### config.mk
export PLATFORM = sky130hd
export DESIGN_NAME = lm75_i2c_responder
export DESIGN_NICKNAME = d
export VERILOG_FILES = /design/src/rtl/lm75_i2c_responder.sv
export SDC_FILE = /design/constraint.sdc
export NUM_CORES = 1
export LEC_CHECK = 0
export CORE_MARGIN = 5
export CORE_UTILIZATION = 38
export CTS_BUF_LIST = sky130_fd_sc_hd__clkbuf_8
export CTS_CLUSTER_SIZE = 40
export DETAILED_ROUTE_END_ITERATION = 12
export PLACE_DENSITY = 0.54
export SETUP_SLACK_MARGIN = 0.1
export SLEW_MARGIN = 20
export SYNTH_ARGS = -nofsm -noshare
export SYNTH_HDL_FRONTEND = slang
export SYNTH_SLANG_ARGS = --single-unit
### constraint.sdc
create_clock -name clk -period 4 [get_ports clk]
set_clock_uncertainty 0.1 [all_clocks]
set_input_delay 0.4 -clock clk [delete_from_list [all_inputs] [get_ports clk]]
set_output_delay 0.4 -clock clk [all_outputs]
set_load 0.1 [all_outputs]
### src/rtl/lm75_i2c_responder.sv
// -----------------------------------------------------------------------------
// lm75_i2c_responder
//
// I2C target that emulates an LM75 temperature sensor on an open-drain bus.
// It holds the LM75 register set (temperature, config, THYST, TOS) and drives
// the overtemperature output. It is used in place of a real sensor for
// FPGA-only builds and loopback tests of the I2C temperature reader.
//
// Ports:
//   clk      system clock
//   rst      asynchronous, active-low reset
//   scl_in   SCL pad input
//   sda_in   SDA pad input
//   sda_oe   1 = pull SDA low, 0 = release (SDA is never driven high)
//   temp_in  live temperature, signed 9 bits, 0.5 degC per LSB
//   os       overtemperature output, polarity selected by config[2]
//   busy     high from START through STOP
// -----------------------------------------------------------------------------
module lm75_i2c_responder #(
   parameter logic [6:0] ADDR        = 7'h48,
   parameter int         SYNC_STAGES = 2,        // must be >= 2
   parameter logic [8:0] THYST_RST   = 9'd150,
   parameter logic [8:0] TOS_RST     = 9'd160
) (
   input  logic       clk,
   input  logic       rst,
   input  logic       scl_in,
   input  logic       sda_in,
   output logic       sda_oe,
   input  logic [8:0] temp_in,
   output logic       os,
   output logic       busy
);

   typedef enum logic [3:0] {
      S_IDLE,
      S_ADDR,
      S_ADDR_ACK,
      S_PTR,
      S_PTR_ACK,
      S_WDATA,
      S_WDATA_ACK,
      S_RDATA,
      S_RDATA_ACK,
      S_WAIT_STOP
   } state_t;

   // ---------------------------------------------------------------------------
   // Input synchronizers and bus condition detection
   // ---------------------------------------------------------------------------
   logic [SYNC_STAGES-1:0] scl_sync;
   logic [SYNC_STAGES-1:0] sda_sync;
   logic                   scl_prev;
   logic                   sda_flt;   // SDA as seen while SCL is high

   logic scl_s, sda_s;
   logic scl_rise, scl_fall;
   logic start_det, stop_det;

   assign scl_s    = scl_sync[SYNC_STAGES-1];
   assign sda_s    = sda_sync[SYNC_STAGES-1];
   assign scl_rise = scl_s & ~scl_prev;
   assign scl_fall = ~scl_s & scl_prev;

   // Requiring SCL high on two consecutive cycles keeps a data change made
   // during SCL low from looking like START/STOP on the following rising edge.
   assign start_det = scl_s & scl_prev & sda_flt & ~sda_s;
   assign stop_det  = scl_s & scl_prev & ~sda_flt & sda_s;

   // NOTE: every register, including the synchronizer chains, has an async
   // reset here; this block holds no memory array, so nothing is left unreset.
   always_ff @(posedge clk or negedge rst) begin
      if (!rst) begin
         scl_sync <= '1;
         sda_sync <= '1;
         scl_prev <= 1'b1;
         sda_flt  <= 1'b1;
      end else begin
         // NOTE: non-blocking assignments make every flop in this chain sample
         // the pre-edge value, which is what gives a real multi-stage delay.
         scl_sync <= {scl_sync[SYNC_STAGES-2:0], scl_in};
         sda_sync <= {sda_sync[SYNC_STAGES-2:0], sda_in};
         scl_prev <= scl_s;
         if (scl_s)
            sda_flt <= sda_s;
      end
   end

   // ---------------------------------------------------------------------------
   // Register file state
   // ---------------------------------------------------------------------------
   state_t     state;
   logic [7:0] shift_reg;
   logic [3:0] bit_cnt;
   logic [7:0] tx_byte;
   logic       rw;
   logic       rd_idx;       // 0 = MSB byte, 1 = LSB byte of a 9-bit register
   logic [1:0] wr_idx;       // data bytes seen in this write, saturates at 2
   logic [7:0] hold_b1;      // first byte of a pending THYST/TOS write
   logic       master_ack;
   logic [1:0] pointer;
   logic [7:0] cfg_reg;
   logic [8:0] thyst;
   logic [8:0] tos;
   logic [8:0] temp_reg;
   logic [8:0] rd_snap;
   logic       alarm;

   logic       byte_done;
   logic [8:0] rd_word;
   logic [7:0] rd_hi, rd_lo;

   assign byte_done = scl_fall && (bit_cnt == 4'd8);

   // Read byte selection for the current pointer.
   always_comb begin
      // NOTE: defaults first so every path assigns every output; no latch.
      rd_word = '0;
      case (pointer)
         2'd0:    rd_word = rd_snap;
         2'd2:    rd_word = thyst;
         2'd3:    rd_word = tos;
         default: rd_word = '0;
      endcase
      rd_hi = rd_word[8:1];
      rd_lo = {rd_word[0], 7'b0};
      if (pointer == 2'd1) begin
         rd_hi = cfg_reg;
         rd_lo = cfg_reg;
      end
   end

   // ---------------------------------------------------------------------------
   // Protocol FSM
   // ---------------------------------------------------------------------------
   always_ff @(posedge clk or negedge rst) begin
      if (!rst) begin
         state      <= S_IDLE;
         shift_reg  <= '0;
         bit_cnt    <= '0;
         tx_byte    <= '0;
         rw         <= 1'b0;
         rd_idx     <= 1'b0;
         wr_idx     <= '0;
         hold_b1    <= '0;
         master_ack <= 1'b0;
         pointer    <= '0;
         cfg_reg    <= '0;
         thyst      <= THYST_RST;
         tos        <= TOS_RST;
         rd_snap    <= '0;
         sda_oe     <= 1'b0;
         busy       <= 1'b0;
      end else if (start_det) begin
         // Repeated START also lands here; a pending THYST/TOS byte is dropped.
         state   <= S_ADDR;
         bit_cnt <= '0;
         wr_idx  <= '0;
         sda_oe  <= 1'b0;
         busy    <= 1'b1;
      end else if (stop_det) begin
         state  <= S_IDLE;
         sda_oe <= 1'b0;
         busy   <= 1'b0;
      end else begin
         // Receive shifter shared by all master-to-target byte states.
         if ((state == S_ADDR || state == S_PTR || state == S_WDATA) &&
             scl_rise && bit_cnt != 4'd8) begin
            shift_reg <= {shift_reg[6:0], sda_s};
            bit_cnt   <= bit_cnt + 4'd1;
         end

         case (state)
            S_ADDR: begin
               if (byte_done) begin
                  bit_cnt <= '0;
                  if (shift_reg[7:1] == ADDR) begin
                     state  <= S_ADDR_ACK;
                     sda_oe <= 1'b1;
                     rw     <= shift_reg[0];
                     // The snapshot keeps MSB and LSB of one read coherent.
                     if (shift_reg[0])
                        rd_snap <= temp_reg;
                  end else begin
                     state <= S_WAIT_STOP;
                  end
               end
            end

            S_ADDR_ACK: begin
               if (scl_fall) begin
                  bit_cnt <= '0;
                  if (rw) begin
                     state   <= S_RDATA;
                     rd_idx  <= 1'b0;
                     tx_byte <= rd_hi;
                     sda_oe  <= ~rd_hi[7];
                  end else begin
                     state  <= S_PTR;
                     sda_oe <= 1'b0;
                  end
               end
            end

            S_PTR: begin
               if (byte_done) begin
                  bit_cnt <= '0;
                  pointer <= shift_reg[1:0];
                  state   <= S_PTR_ACK;
                  sda_oe  <= 1'b1;
               end
            end

            S_PTR_ACK: begin
               if (scl_fall) begin
                  state   <= S_WDATA;
                  sda_oe  <= 1'b0;
                  wr_idx  <= '0;
                  bit_cnt <= '0;
               end
            end

            S_WDATA: begin
               if (byte_done) begin
                  bit_cnt <= '0;
                  state   <= S_WDATA_ACK;
                  sda_oe  <= 1'b1;
                  case (pointer)
                     2'd1: if (wr_idx == 2'd0) cfg_reg <= shift_reg;
                     2'd2: begin
                        if (wr_idx == 2'd0)      hold_b1 <= shift_reg;
                        else if (wr_idx == 2'd1) thyst   <= {hold_b1, shift_reg[7]};
                     end
                     2'd3: begin
                        if (wr_idx == 2'd0)      hold_b1 <= shift_reg;
                        else if (wr_idx == 2'd1) tos     <= {hold_b1, shift_reg[7]};
                     end
                     default: ;
                  endcase
                  if (wr_idx != 2'd2)
                     wr_idx <= wr_idx + 2'd1;
               end
            end

            S_WDATA_ACK: begin
               if (scl_fall) begin
                  state  <= S_WDATA;
                  sda_oe <= 1'b0;
               end
            end

            S_RDATA: begin
               if (scl_rise)
                  bit_cnt <= bit_cnt + 4'd1;
               else if (scl_fall) begin
                  if (bit_cnt == 4'd8) begin
                     bit_cnt <= '0;
                     state   <= S_RDATA_ACK;
                     sda_oe  <= 1'b0;
                  end else begin
                     sda_oe  <= ~tx_byte[6];
                     tx_byte <= {tx_byte[6:0], 1'b0};
                  end
               end
            end

            S_RDATA_ACK: begin
               if (scl_rise)
                  master_ack <= ~sda_s;
               else if (scl_fall) begin
                  if (master_ack) begin
                     state   <= S_RDATA;
                     rd_idx  <= ~rd_idx;
                     tx_byte <= rd_idx ? rd_hi : rd_lo;
                     sda_oe  <= rd_idx ? ~rd_hi[7] : ~rd_lo[7];
                  end else begin
                     state <= S_WAIT_STOP;
                  end
               end
            end

            S_WAIT_STOP: sda_oe <= 1'b0;

            default: state <= S_IDLE;
         endcase
      end
   end

   // ---------------------------------------------------------------------------
   // Temperature register and comparator
   // ---------------------------------------------------------------------------
   always_ff @(posedge clk or negedge rst) begin
      if (!rst) begin
         temp_reg <= '0;
         alarm    <= 1'b0;
         os       <= 1'b1;
      end else begin
         if (!cfg_reg[0])
            temp_reg <= temp_in;
         if ($signed(temp_reg) > $signed(tos))
            alarm <= 1'b1;
         else if ($signed(temp_reg) < $signed(thyst))
            alarm <= 1'b0;
         os <= cfg_reg[2] ? alarm : ~alarm;
      end
   end

endmodule
Word level (Yosys, flattened, before mapping)
Index checks and enable logic that the tools add are counted.
{"block": "op_classes", "n_addsub": 2, "order_cmp": 2, "n_eq_ne": 43, "muxes": 71, "n_bitwise": 19, "n_reduce_logical": 32}
{"cell": "$mux W4", "count": 22}
{"cell": "$mux W7", "count": 9}
{"cell": "$ne A4 B4 Y1 const B", "count": 11}
{"cell": "$reduce_and A11 Y1", "count": 3}
{"cell": "$pmux W4 S8", "count": 1}
{"cell": "$pmux W9 S3", "count": 1}
{"cell": "$mux W1", "count": 25}
{"cell": "$pmux W7 S3", "count": 1}
{"cell": "$ne A2 B2 Y1 const B", "count": 10}
{"cell": "$reduce_and A6 Y1", "count": 3}
{"cell": "$eq A4 B3 Y1 const B", "count": 4}
{"cell": "$mux W8", "count": 2}
{"cell": "$reduce_and A7 Y1", "count": 2}
{"cell": "$eq A4 B4 Y1 const B", "count": 3}
{"cell": "$not A1 Y1", "count": 12}
{"cell": "$pmux W4 S3", "count": 1}
{"cell": "$mux W2", "count": 5}
{"cell": "$reduce_and A5 Y1", "count": 2}
{"cell": "$gt A9 B9 Y1", "count": 1}
{"cell": "$lt A9 B9 Y1", "count": 1}
{"cell": "$ne A3 B3 Y1 const B", "count": 3}
{"cell": "$reduce_bool A9 Y1", "count": 1}
{"cell": "$eq A4 B2 Y1 const B", "count": 2}
{"cell": "$ne A4 B1 Y1 const B", "count": 2}
{"cell": "23 further kinds", "count": 42}
{"block": "totals", "regBits": 92, "in_bits": 13, "elab_cells": 192}

Logic depth before layout (Yosys ltp)
Gate-level depths: netlist of run 1.
{"block": "depth", "word_depth": 12, "mapped_depth": 10}

Least setup slack after synthesis of run 1
Ideal clock, no wire load.
{"block": "synth_path", "path_type": "reg-to-reg", "start": "register bit_cnt[0]", "end": "register state[0]", "setup_time_ns": 0.125, "arrival_ns": 1.993, "path_slack_ns": 1.783, "stages_incl_launch_ff": 8, "path_buffers": 0, "period_less_slack_ns": 2.217, "cell_sequence": "dfrtp_1 -> inv_1 -> ha_1 -> and3b_1 -> nand2_2 -> o221a_2 -> a311oi_4 -> mux2_2"}
{"block": "synth_via", "elab_chain_cells": 4}
{"item": "start, declared", "line_no": "94", "text": "logic [3:0] bit_cnt;"}
{"item": "start signal, assigned", "line_no": "170", "text": "bit_cnt <= bit_cnt + 4'd1;"}
{"item": "start signal, assigned", "line_no": "254", "text": "bit_cnt <= bit_cnt + 4'd1;"}
{"item": "$eq A4 B4 Y1 (*)", "line_no": "113, 256"}
{"item": "$logic_and A1 B1 Y1", "line_no": "113", "text": "assign byte_done = scl_fall && (bit_cnt == 4'd8);"}
{"item": "$ne A4 B4 Y1 (no line)"}
{"item": "$reduce_and A11 Y1 (no line) (*)"}
{"item": "end signal, assigned", "line_no": "258", "text": "state <= S_RDATA_ACK;"}
{"item": "end signal, assigned", "line_no": "272", "text": "state <= S_RDATA;"}
{"item": "end signal, assigned", "line_no": "277", "text": "state <= S_WAIT_STOP;"}
{"item": "end, declared", "line_no": "92", "text": "state_t state;"}
Mark *: on every way between the ends. The rest lies on a longest branch, timed or not.
A chain may end at the register's enable or synchronous reset.

Final worst setup path of run 1
{"block": "layout_path", "start": "register state[2]", "end": "register state[3]"}
{"block": "layout_via", "elab_chain_cells": 5}
{"item": "start signal, assigned", "line_no": "138", "text": "state <= S_IDLE;"}
{"item": "start signal, assigned", "line_no": "156", "text": "state <= S_ADDR;"}
{"item": "start signal, assigned", "line_no": "162", "text": "state <= S_IDLE;"}
{"item": "$eq A4 B3 Y1", "line_no": "173", "text": "case (state)"}
{"item": "$reduce_or A2 Y1 (no line)"}
{"item": "$pmux W4 S8", "line_no": "173"}
{"item": "$mux W4", "line_no": "161", "text": "end else if (stop_det) begin"}
{"item": "$mux W4", "line_no": "154", "text": "end else if (start_det) begin"}
Several ways; a longest one is shown, not always the timed one.

==> Implementation_results.wiki, run 1 <==
{| class="wikitable"
! Metric !! Value
|-
| Leak pwr || around 0.0024 µW
|-
| Number of nets in the finished design || between 400 and 500
|-
| Internal Pwr Total || 1520 µW
|-
| Worst hold-check path type || primary input to async pin
|-
| Final cell area excluding filler cells || 0.00546 mm²
|-
| Met2 WL || a little over 5000 µm
|-
| Sw power || roughly 840 µW
|-
| Clock tree from TritonCTS || built
|-
| Post-DP Area || between 0.005 and 0.006 mm²
|-
| Destination of the worst register-to-register timing path || state[3]
|-
| Die width || approximately 130 µm
|-
| Clock Power Share || 0.243
|-
| Setup repair after global routing missed its margin || no
|-
| CTS clk-pin slew, worst paths || roughly 0.09 ns
|-
| Number of enable-type register cells in the synthesized netlist || 0
|-
| Pin count of the biggest net entering global routing || approximately 70
|-
| Worst R2R Path Depth || 5
|-
| Number of levels in the clock H-tree || 3
|-
| Count of yosys warnings during synthesis || 0
|-
| Shortest period the worst path allows || 2.78 ns
|-
| Via count of the first global-routing pass || between 3,000 and 4,000
|-
| Share of the synthesized area in the top cell type || 0.392
|-
| Iter 0 DRT Violations || ~230
|-
| Cell types with the largest area share after synthesis || dfrtp_1, mux2_2, dfstp_2
|-
| Delay of the slowest cell on the worst path || approximately 0.81 ns
|-
| Portion of total power attributed to sequential cells || 0.499
|-
| Transition time at the pin with the least slew margin || ~0.97 ns
|-
| Number of hold-slack violations in the final timing report || 0
|-
| Highest net fanout along the worst path || 23
|-
| Number of antenna violations at the first check in global routing || 0
|-
| CP max stage cell || dfrtp_1
|-
| Setup TNS Final || 0 ns
|-
| Worst hold margin || around 0.037 ns
|-
| Buffers inserted by post-CTS timing repair || 0
|-
| Fraction of final layout cells sized beyond drive strength 1 || 0.228
|-
| Average vias per placed instance || roughly 5.3
|-
| CTS buffer count || 9
|-
| Share of the clock period used by the worst path || 0.695
|-
| Starting density of the core || 0.384
|-
| Ant. Diodes || 0
|-
| Unique masters post-synth || 65
|-
| Slew HR || 0.353
|-
| Overall via count from detail_route || 3,433
|-
| Met3 WL post-DR || between 300 and 400 µm
|-
| Largest buffer count on any clock path || 2
|-
| Count of mapped cells out of synthesis || approximately 460
|-
| Number of pins exceeding their max-slew limit in the final report || 0
|-
| Post-synth top flop || dfrtp_1
|-
| GRT Overall Usage || 0.147
|-
| Largest area contributor in the synthesized netlist || dfrtp_1
|-
| Register bit count reported by yosys || just over 90
|-
| First drt pass iteration count || 4
|-
| Metal1 wirelength || approximately 5400 µm
|-
| Remaining global-route overflow || 0
|-
| Crit path capture type || flip-flop
|-
| Post-detail-place hpwl || 8060 µm
|-
| Number of placed I/O pins || 16
|-
| Launching element type of the critical path || flip-flop
|-
| Core Region || 0.0131 mm²
|-
| Ordered cell list for the critical path || nor2b_1 > nand3_1 > a22oi_1 > a311oi_4 > mux2_2
|-
| Sequential area share after synthesis || 0.460
|-
| Area Overhead vs Synth || 8.29%
|-
| Area of the mapped netlist || roughly 0.005 mm²
|-
| Worst path bufs/invs || 0
|-
| Port Buffers || 15
|-
| Total DRC errors in the routed layout || 0
|-
| Rows || 42
|-
| Required time at the endpoint of the critical path || between 4 and 5 ns
|-
| Number of setup violations in the final report || 0
|-
| Launching point of the worst reg2reg path || state[2]
|-
| Combinational power share || 0.257
|-
| Async S/R FF share, synth || 1.00
|-
| Setup slack, reg-to-reg || 1.22 ns
|-
| Power density over the cells || between 400 and 500 mW/mm²
|-
| Post-Syn Area per Cell || 10.9 µm²
|-
| Kind of cell with the highest combined delay on the critical path || flip-flops
|-
| IR Drop Worst-Case VDD || ~0.16 mV
|-
| Routed wire length || around 11,000 µm
|-
| CTS resizes || 0
|-
| Fmax || ~0.36 GHz
|-
| Max_cap viols || 0
|-
| Floorplan die height || between 100 and 150 µm
|-
| Clock root buffer master || clkbuf_8
|-
| Switching share of power || 0.358
|-
| Global placer's final weighted congestion || around 0.85
|-
| Arrival time worst endpoint || about 3.0 ns
|-
| CP Class || flip-flop to flip-flop
|-
| Highest metal layer with signal wires || met4
|-
| Count of clock tree sinks || between 90 and 100
|-
| Outcome || completed
|-
| Routed length per instance || roughly 17 µm
|-
| Clock latency on the worst-skew pair || ~0.38 ns
|-
| Post-synth net total || 496
|-
| Area of the die || 0.0157 mm²
|-
| Antenna violation net count after detailed routing || 0
|-
| Wire length of the first global-routing pass || between 15,000 and 20,000 µm
|-
| Count of hold buffers inserted by post-cts repair || 0
|}
## routing by layer
metal,global-route usage,vias to the layer above
met4,0.0548,0
met1,0.208,1710
met5,0,-
met3,0.0256,17
li1,-,1660
met2,0.227,46
## worst max path at each step
| stage | cells after the start | start | end | slack, ns |
|---|---|---|---|---|
| global placement | 5 | state[2] | state[3] | 1.29 |
| floorplan | 7 | bit_cnt[0] | state[0] | 1.78 |
| global route | 5 | state[2] | state[1] | 0.96 |
| finish | 5 | state[2] | state[3] | 1.22 |
| CTS | 5 | state[2] | state[3] | 1.22 |
| detailed placement | 5 | state[2] | state[2] | 1.25 |
## per-stage QoR
step,setup slack (ns),util,total power (µW),instances
2_1_floorplan,1.78,-,1640,461
3_3_place_gp,1.29,0.402,1790,629
3_5_place_dp,1.25,0.402,1800,629
4_1_cts,1.22,0.416,2380,645
5_1_grt,0.959,0.416,2500,645
6_report,1.22,0.416,2360,645
## cell families after synthesis
kind of cell / synth area share
buffers and inverters: 0.0459
xor gates and xnor gates: 0.0122
muxes: 0.181
and+or+nand+nor: 0.128
AOI/OAI and AO/OA: 0.119
DFF: 0.460
adders and majority gates: 0.0546
## cell usage in the layout (no fill, tap or decap), drive strengths merged, types with 3 or more instances in the layout
master,synthesis,routed
nand4b,3,3
inv,27,30
a21o,7,7
nand3b,3,3
o21ai,23,23
xnor2,3,3
nor3,6,6
dfrtp,79,79
clkdlybuf4s50,0,14
a21oi,15,15
o22ai,8,8
clkbuf,7,10
a31oi,7,7
o2bb2ai,6,6
mux2i,10,10
or2,3,3
nor4,5,5
xor2,4,4
and3,3,3
nand2,50,50
nand2b,4,4
mux2,65,65
dfstp,13,13
o211ai,3,3
nand3,8,8
ha,22,22
nor2b,4,4
nor2,26,26
## worst reg2reg max path, stage by stage, from the launching register on
cell	delay (ns)
dfrtp_1	0.81
nor2b_1	0.24
nand3_1	0.50
a22oi_1	0.58
a311oi_4	0.10
mux2_2	0.33
## synth_stat cells, drive strengths merged, types with 3 or more instances
master	number
nor2b	4
a31oi	7
a21oi	15
nand3b	3
xor2	4
nand4b	3
o211ai	3
nor4	5
o2bb2ai	6
mux2i	10
nor3	6
dfstp	13
or2	3
dfrtp	79
buf	17
nand2b	4
and3	3
ha	22
clkbuf	7
nand2	50
nand3	8
o21ai	23
mux2	65
inv	27
o22ai	8
xnor2	3
a21o	7
nor2	26
## final cells by class
class                           instances  area, µm²
Clock inverter                          6       35.0
Sequential cell                        92       2320
Fill cell                            1287       7680
Tap cell                              176        220
Inverter                               27        101
Clock buffer                           10        138
Timing Repair Buffer                   16        155
Multi-Input combinational cell        318       2490
## power groups by stage
stage | clock, µW | sequential [µW] | combinational, µW
after global placement | 0 | 1190 | 598
final | 575 | 1180 | 607
after floorplan | 0 | 1160 | 481
after detailed placement | 0 | 1200 | 604
after global routing | 619 | 1200 | 676
after CTS | 594 | 1180 | 609
Power figures use the tool's default switching activity.
==> run 2: changes to the inputs <==
clock period = 2.8 ns   (was 4 ns; I/O delays follow)
==> run 2 against run 1 <==
  * Global-route usage rose by 0.24 points
  * Critical path depth increased by 3
  * Cell count up 2.2%
  * Flip-flop and latch count is the same
  * Combinational power grew 59%
  * Critical endpoint is now thyst[0]
  * Highest routed layer unchanged
  * Setup slack got worse by 0.89 ns
  * Routed wire length up 0.26%
  * First-iteration DRC count shrank 12%
  * Cell area grew 3.3%
  * Via count grew 2.2%
==> Implementation_results.wiki, run 2 (same netlist as run 1, synthesis figures left out) <==
{| class="wikitable"
! Metric !! Value
|-
| Number of antenna violations at the first check in global routing || 0 (unchanged)
|-
| Most common cell after layout, fill and taps aside || dfrtp_1
|-
| Worst hold-check path type || primary input to flip-flop
|-
| Via count of the first global-routing pass || 3,610 (+6.1%)
|-
| Clock tree from TritonCTS || built
|-
| Number of setup violations in the final report || 0 (unchanged)
|-
| Arrival time worst endpoint || 2.62 ns (-0.33 ns)
|-
| Outcome || completed
|-
| Number of nets in the finished design || 513 (+2.8%)
|-
| Starting density of the core || 0.384 (unchanged)
|-
| Pre-CTS worst setup slack || 0.363 ns (-0.885 ns)
|-
| Fillcell total || 1,249 (-3.0%)
|-
| Required time at the endpoint of the critical path || 2.95 ns (-1.22 ns)
|-
| Leak pwr || 0.00251 µW (+4.4%)
|-
| Highest net fanout along the worst path || 9 (-61%)
|-
| End point of the most critical hold path || scl_sync[0]
|-
| Destination of the worst register-to-register timing path || thyst[0]
|-
| Number of placed I/O pins || 16 (unchanged)
|-
| GRT Overall Usage || 0.150 (+0.00244)
|-
| Number of levels in the clock H-tree || 3 (unchanged)
|-
| Max_cap viols || 0 (unchanged)
|-
| Iter 0 DRT Violations || 204 (-12%)
|-
| Floorplan die height || 125 µm (unchanged)
|-
| Routed length per instance || 16.9 µm (-1.9%)
|-
| Power density over the cells || 654 mW/mm² (+51%)
|-
| Routed wire length || 11,200 µm (+0.26%)
|-
| Commonest cells after routing, fill and taps aside || dfrtp_1, mux2_2, nand2_1
|-
| Ant. Diodes || 0 (unchanged)
|-
| CP Class || flip-flop to flip-flop
|-
| Buffers inserted by post-CTS timing repair || 0 (unchanged)
|-
| Setup slack after layout || 0.327 ns (-0.893 ns)
|-
| Clock latency on the worst-skew pair || 0.37 ns (about the same)
|-
| Number of pins exceeding their max-slew limit in the final report || 0 (unchanged)
|-
| Post-detail-place hpwl || 8240 µm (+2.3%)
|-
| Largest buffer count on any clock path || 2 (unchanged)
|-
| Final cell area excluding filler cells || 0.00564 mm² (+3.3%)
|-
| Rows || 42 (unchanged)
|-
| Transition time at the pin with the least slew margin || 0.701 ns (-0.267 ns)
|-
| Launching point of the worst reg2reg path || bit_cnt[0]
|-
| Post-DP Area || 0.00538 mm² (+1.7%)
|-
| Port Buffers || 15 (unchanged)
|-
| Shortest period the worst path allows || 2.47 ns (-0.307 ns)
|-
| Count of clock tree sinks || 92 (unchanged)
|-
| Global placer's final weighted congestion || 0.889 (+4.5%)
|-
| Min-Delay Startpoint || scl_in
|-
| Setup slack, reg-to-reg || 0.33 ns (-0.89 ns)
|-
| Pin count of the biggest net entering global routing || 76 (+7.0%)
|-
| Launching element type of the critical path || flip-flop
|-
| First drt pass iteration count || 4 (unchanged)
|-
| CTS clk-pin slew, worst paths || 0.10 ns (about the same)
|-
| Remaining global-route overflow || 0 (unchanged)
|-
| Overall via count from detail_route || 3,510 (+2.2%)
|-
| Slew HR || 0.532 (+0.180)
|-
| Number of hold-slack violations in the final timing report || 0 (unchanged)
|-
| IR Drop Worst-Case VDD || 0.351 mV (+120%)
|-
| Average vias per placed instance || 5.33 (about the same)
|-
| Area of the die || 0.0157 mm² (unchanged)
|-
| Fmax || 0.404 GHz (+12%)
|-
| Wire length of the first global-routing pass || 19,000 µm (+3.1%)
|-
| Setup repair after global routing missed its margin || no
|-
| Worst hold path stage count || 1
|-
| Setup TNS Final || 0 ns (unchanged)
|-
| Antenna violation net count after detailed routing || 0 (unchanged)
|-
| Die width || 125 µm (unchanged)
|-
| CTS buffer count || 9 (unchanged)
|-
| Fraction of final layout cells sized beyond drive strength 1 || 0.261 (+0.0327)
|-
| Worst R2R Path Depth || 8 (+3)
|-
| Area Overhead vs Synth || 11.9%
|-
| Core Region || 0.0131 mm² (unchanged)
|-
| Total DRC errors in the routed layout || 0 (unchanged)
|-
| Clock root buffer master || clkbuf_8
|-
| CTS resizes || 0 (unchanged)
|-
| Crit path capture type || flip-flop
|-
| Share of the clock period used by the worst path || 0.883 (+0.188)
|}
[run 2: cell types whose count changed in the layout (fill, tap and decap cells not counted), sizes merged, moves of 3 or more]
cell / previous run / this run
buf: 2 / 18
clkdlybuf4s50: 14 / 11
inv: 30 / 27
bufinv: 0 / 3
[run 2: stage by stage]
stage | power [µW] | cells | util | hold slack, ns
global route | 3900 | 659 | 0.429 | 0.196
floorplan | 2340 | 461 | - | -0.116
finish | 3690 | 659 | 0.429 | 0.211
CTS | 3730 | 659 | 0.429 | 0.190
detailed placement | 2610 | 642 | 0.409 | 0.247
global placement | 2600 | 642 | 0.409 | 0.246
[run 2: worst max path at each step]
| stage | startpoint | endpoint | slack (ns) | depth (start not counted) |
|---|---|---|---|---|
| 2_1_floorplan | bit_cnt[0] | state[0] | 0.58 | 7 |
| 3_3_place_gp | bit_cnt[0] | tos[6] | 0.44 | 8 |
| 3_5_place_dp | bit_cnt[0] | thyst[5] | 0.36 | 8 |
| 4_1_cts | bit_cnt[0] | thyst[0] | 0.33 | 8 |
| 5_1_grt | bit_cnt[0] | thyst[3] | 0.18 | 8 |
| 6_report | bit_cnt[0] | thyst[0] | 0.33 | 8 |
[run 2: routing by layer]
layer	up-vias	part of all wire	track usage
met5	-	0	0
met4	0	0.032	0.0702
met3	25	0.024	0.0226
met2	52	0.47	0.235
met1	1748	0.48	0.205
li1	1685	-	-
[run 2: power breakdown]
| part | switching, µW | internal, µW | leakage (µW) |
|---|---|---|---|
| logic | 562 | 402 | 0.00119 |
| registers | 171 | 1450 | 0.00120 |
| clock network | 486 | 617 | 0.000122 |
| total | 1220 | 2470 | 0.00251 |
[run 2: critical path, stage by stage (launching register included)]
cell and delay, ns:
dfrtp_1 0.44, inv_1 0.08, ha_1 0.22, nand3b_4 0.12, nor2_4 0.15, and3_1 0.26, nand4b_1 0.16, nor2_2 0.42
mux2_2 0.39
[run 2: cell type report]
| cell class | instances | area (µm²) | share of cell area |
|---|---|---|---|
| Multi-Input combinational cell | 318 | 2490 | 0.442 |
| Sequential cell | 92 | 2320 | 0.411 |
| Timing Repair Buffer | 30 | 259 | 0.0459 |
| Tap cell | 176 | 220 | 0.0391 |
| Clock buffer | 10 | 138 | 0.0244 |
| Clock inverter | 6 | 111 | 0.0197 |
| Inverter | 27 | 101 | 0.0180 |
[run 2: what timing repair did]
action	4_1_cts	5_1_grt
endpoints found under the hold margin	8	0
endpoints found under the setup margin	0	0
hold buffers	1	0
==> run 3: changes to the inputs <==
CORE_MARGIN = 8   (was 5)
==> run 3 against run 2 <==
  * Non-clock buffer count rose by 2
  * Fmax fell by 0.47%
  * Setup slack got worse by 0.012 ns
  * Cell area fell by 0.27%
  * Critical path depth did not move
  * Total power fell by 3.0%
  * First-iteration DRC count rose by 11%
  * Routed wire length rose by 2.4%
  * Critical endpoint unchanged
==> Implementation_results.wiki, run 3 (same netlist as run 1, synthesis figures left out) <==
{| class="wikitable"
! Metric !! Value
|-
| Outcome || completed
|-
| Pre-CTS worst setup slack || 0.348 ns (-0.0146 ns)
|-
| Ant. Diodes || 0 (unchanged)
|-
| Average vias per placed instance || 5.15 (-3.2%)
|-
| Clock latency on the worst-skew pair || 0.38 ns (about the same)
|-
| Die width || 131 µm (+4.8%)
|-
| Setup slack after layout || 0.316 ns (-0.0118 ns)
|-
| Number of hold-slack violations in the final timing report || 0 (unchanged)
|-
| CTS resizes || 0 (unchanged)
|-
| Number of antenna violations at the first check in global routing || 0 (unchanged)
|-
| Fraction of final layout cells sized beyond drive strength 1 || 0.258 (-0.00314)
|-
| Floorplan die height || 131 µm (+4.8%)
|-
| First drt pass iteration count || 4 (unchanged)
|-
| CTS buffer count || 9 (unchanged)
|-
| Area of the die || 0.0172 mm² (+9.8%)
|-
| Most common cell after layout, fill and taps aside || dfrtp_1
|-
| Leak pwr || 0.00251 µW (about the same)
|-
| Launching element type of the critical path || flip-flop
|-
| CP max stage cell || dfrtp_1
|-
| Slew HR || 0.599 (+0.0667)
|-
| Count of hold buffers inserted by post-cts repair || 1 (unchanged)
|-
| Rows || 42 (unchanged)
|-
| Count of clock tree sinks || 92 (unchanged)
|-
| Number of setup violations in the final report || 0 (unchanged)
|-
| Commonest cells after routing, fill and taps aside || dfrtp_1, mux2_2, nand2_1
|-
| Starting density of the core || 0.385 (+0.00154)
|-
| Worst hold margin || 0.209 ns (-0.00135 ns)
|-
| Share of the clock period used by the worst path || 0.887 (+0.00421)
|-
| Post-detail-place hpwl || 8700 µm (+5.5%)
|-
| Final cell area excluding filler cells || 0.00562 mm² (-0.27%)
|-
| Arrival time worst endpoint || 2.64 ns (+0.02 ns)
|-
| Highest net fanout along the worst path || 9 (unchanged)
|-
| Buffers inserted by post-CTS timing repair || 0 (unchanged)
|-
| Required time at the endpoint of the critical path || 2.95 ns (about the same)
|-
| Setup TNS Final || 0 ns (unchanged)
|-
| Via count of the first global-routing pass || 3,505 (-2.9%)
|-
| Post-DP Area || 0.00540 mm² (+0.51%)
|-
| GRT Overall Usage || 0.139 (-0.0109)
|-
| Wire length of the first global-routing pass || 18,900 µm (-0.11%)
|-
| Clock root buffer master || clkbuf_8
|-
| Pin count of the biggest net entering global routing || 40 (-47%)
|-
| Ordered cell list for the critical path || inv_1 > ha_1 > nand3b_4 > nor2_4 > and3_1 > nand4b_1 > nor2_2 > mux2_2
|-
| Number of placed I/O pins || 16 (unchanged)
|-
| CTS clk-pin slew, worst paths || 0.08 ns (-0.02 ns)
|-
| Crit path capture type || flip-flop
|-
| Number of levels in the clock H-tree || 3 (unchanged)
|-
| Worst hold-check path type || primary input to flip-flop
|-
| CP Class || flip-flop to flip-flop
|-
| Antenna violation net count after detailed routing || 0 (unchanged)
|-
| Total DRC errors in the routed layout || 0 (unchanged)
|-
| Max_cap viols || 0 (unchanged)
|-
| Routed length per instance || 17.3 µm (+2.1%)
|-
| Worst path bufs/invs || 1 (unchanged)
|-
| Fmax || 0.403 GHz (-0.47%)
|-
| Largest buffer count on any clock path || 2 (unchanged)
|-
| Routed wire length || 11,400 µm (+2.4%)
|-
| Clock tree from TritonCTS || built
|-
| Global placer's final weighted congestion || 0.805 (-9.4%)
|-
| Shortest period the worst path allows || 2.48 ns (+0.0118 ns)
|-
| Port Buffers || 15 (unchanged)
|-
| Transition time at the pin with the least slew margin || 0.596 ns (-0.105 ns)
|-
| Delay of the slowest cell on the worst path || 0.44 ns (about the same)
|-
| IR Drop Worst-Case VDD || 0.260 mV (-26%)
|-
| Core Region || 0.0131 mm² (-0.40%)
|-
| Kind of cell with the highest combined delay on the critical path || simple AND/OR/NAND/NOR gates
|-
| Remaining global-route overflow || 0 (unchanged)
|-
| Setup repair after global routing missed its margin || no
|-
| Power density over the cells || 636 mW/mm² (-2.8%)
|-
| Utilization after layout || 0.430 (+0.000576)
|-
| Number of nets in the finished design || 515 (+0.39%)
|-
| Area Overhead vs Synth || 11.6%
|-
| Overall via count from detail_route || 3,407 (-2.9%)
|-
| Iter 0 DRT Violations || 226 (+11%)
|-
| Number of pins exceeding their max-slew limit in the final report || 0 (unchanged)
|}
run 3: final timing paths:
| check | start | end | slack [ns] | depth (start not counted) |
|---|---|---|---|---|
| worst max register to register | bit_cnt[0] | thyst[0] | 0.32 | 8 |
| worst min-delay path | sda_in | sda_sync[0] | 0.21 | 1 |
| worst min register to register | scl_sync[0] | scl_sync[1] | 0.26 | 0 |
| min in group asynchronous | rst | master_ack | 0.30 | 2 |
| max in group asynchronous | rst | tos[7] | 1.58 | 3 |
| worst max-delay path | bit_cnt[0] | thyst[0] | 0.32 | 8 |
run 3: worst reg2reg max path, stage by stage (launching register included):
cell,delay [ns]
dfrtp_1,0.44
inv_1,0.08
ha_1,0.21
nand3b_4,0.12
nor2_4,0.16
and3_1,0.26
nand4b_1,0.17
nor2_2,0.44
mux2_2,0.40
run 3: layer usage:
layer | routed length [µm] | GRT usage | vias up
met5 | 0 | 0 | -
met4 | 218 | 0.0587 | 0
met3 | 291 | 0.0267 | 13
met2 | 5510 | 0.225 | 51
met1 | 5410 | 0.177 | 1657
li1 | - | - | 1686
run 3: power by group:
| group | leakage, µW | internal [µW] | total, µW | switching (µW) |
|---|---|---|---|---|
| combinational | 0.00121 | 407 | 961 | 554 |
| clock | 0.000109 | 494 | 969 | 476 |
| sequential | 0.00120 | 1450 | 1650 | 197 |
run 3: cell type report:
cell class / count / area [µm²]
clock buffer: 9 / 124
inverter: 27 / 101
clock inverter: 7 / 86.3
timing repair buffer: 32 / 283
fill: 1267 / 7460
sequential: 92 / 2320
tap: 176 / 220
multi-input combinational: 318 / 2490
run 3: through the flow:
| step | instances | total power [µW] |
|---|---|---|
| after detailed placement | 644 | 2630 |
| after floorplan | 461 | 2340 |
| after global placement | 644 | 2620 |
| after global routing | 661 | 3790 |
| final | 661 | 3580 |
| after CTS | 661 | 3610 |
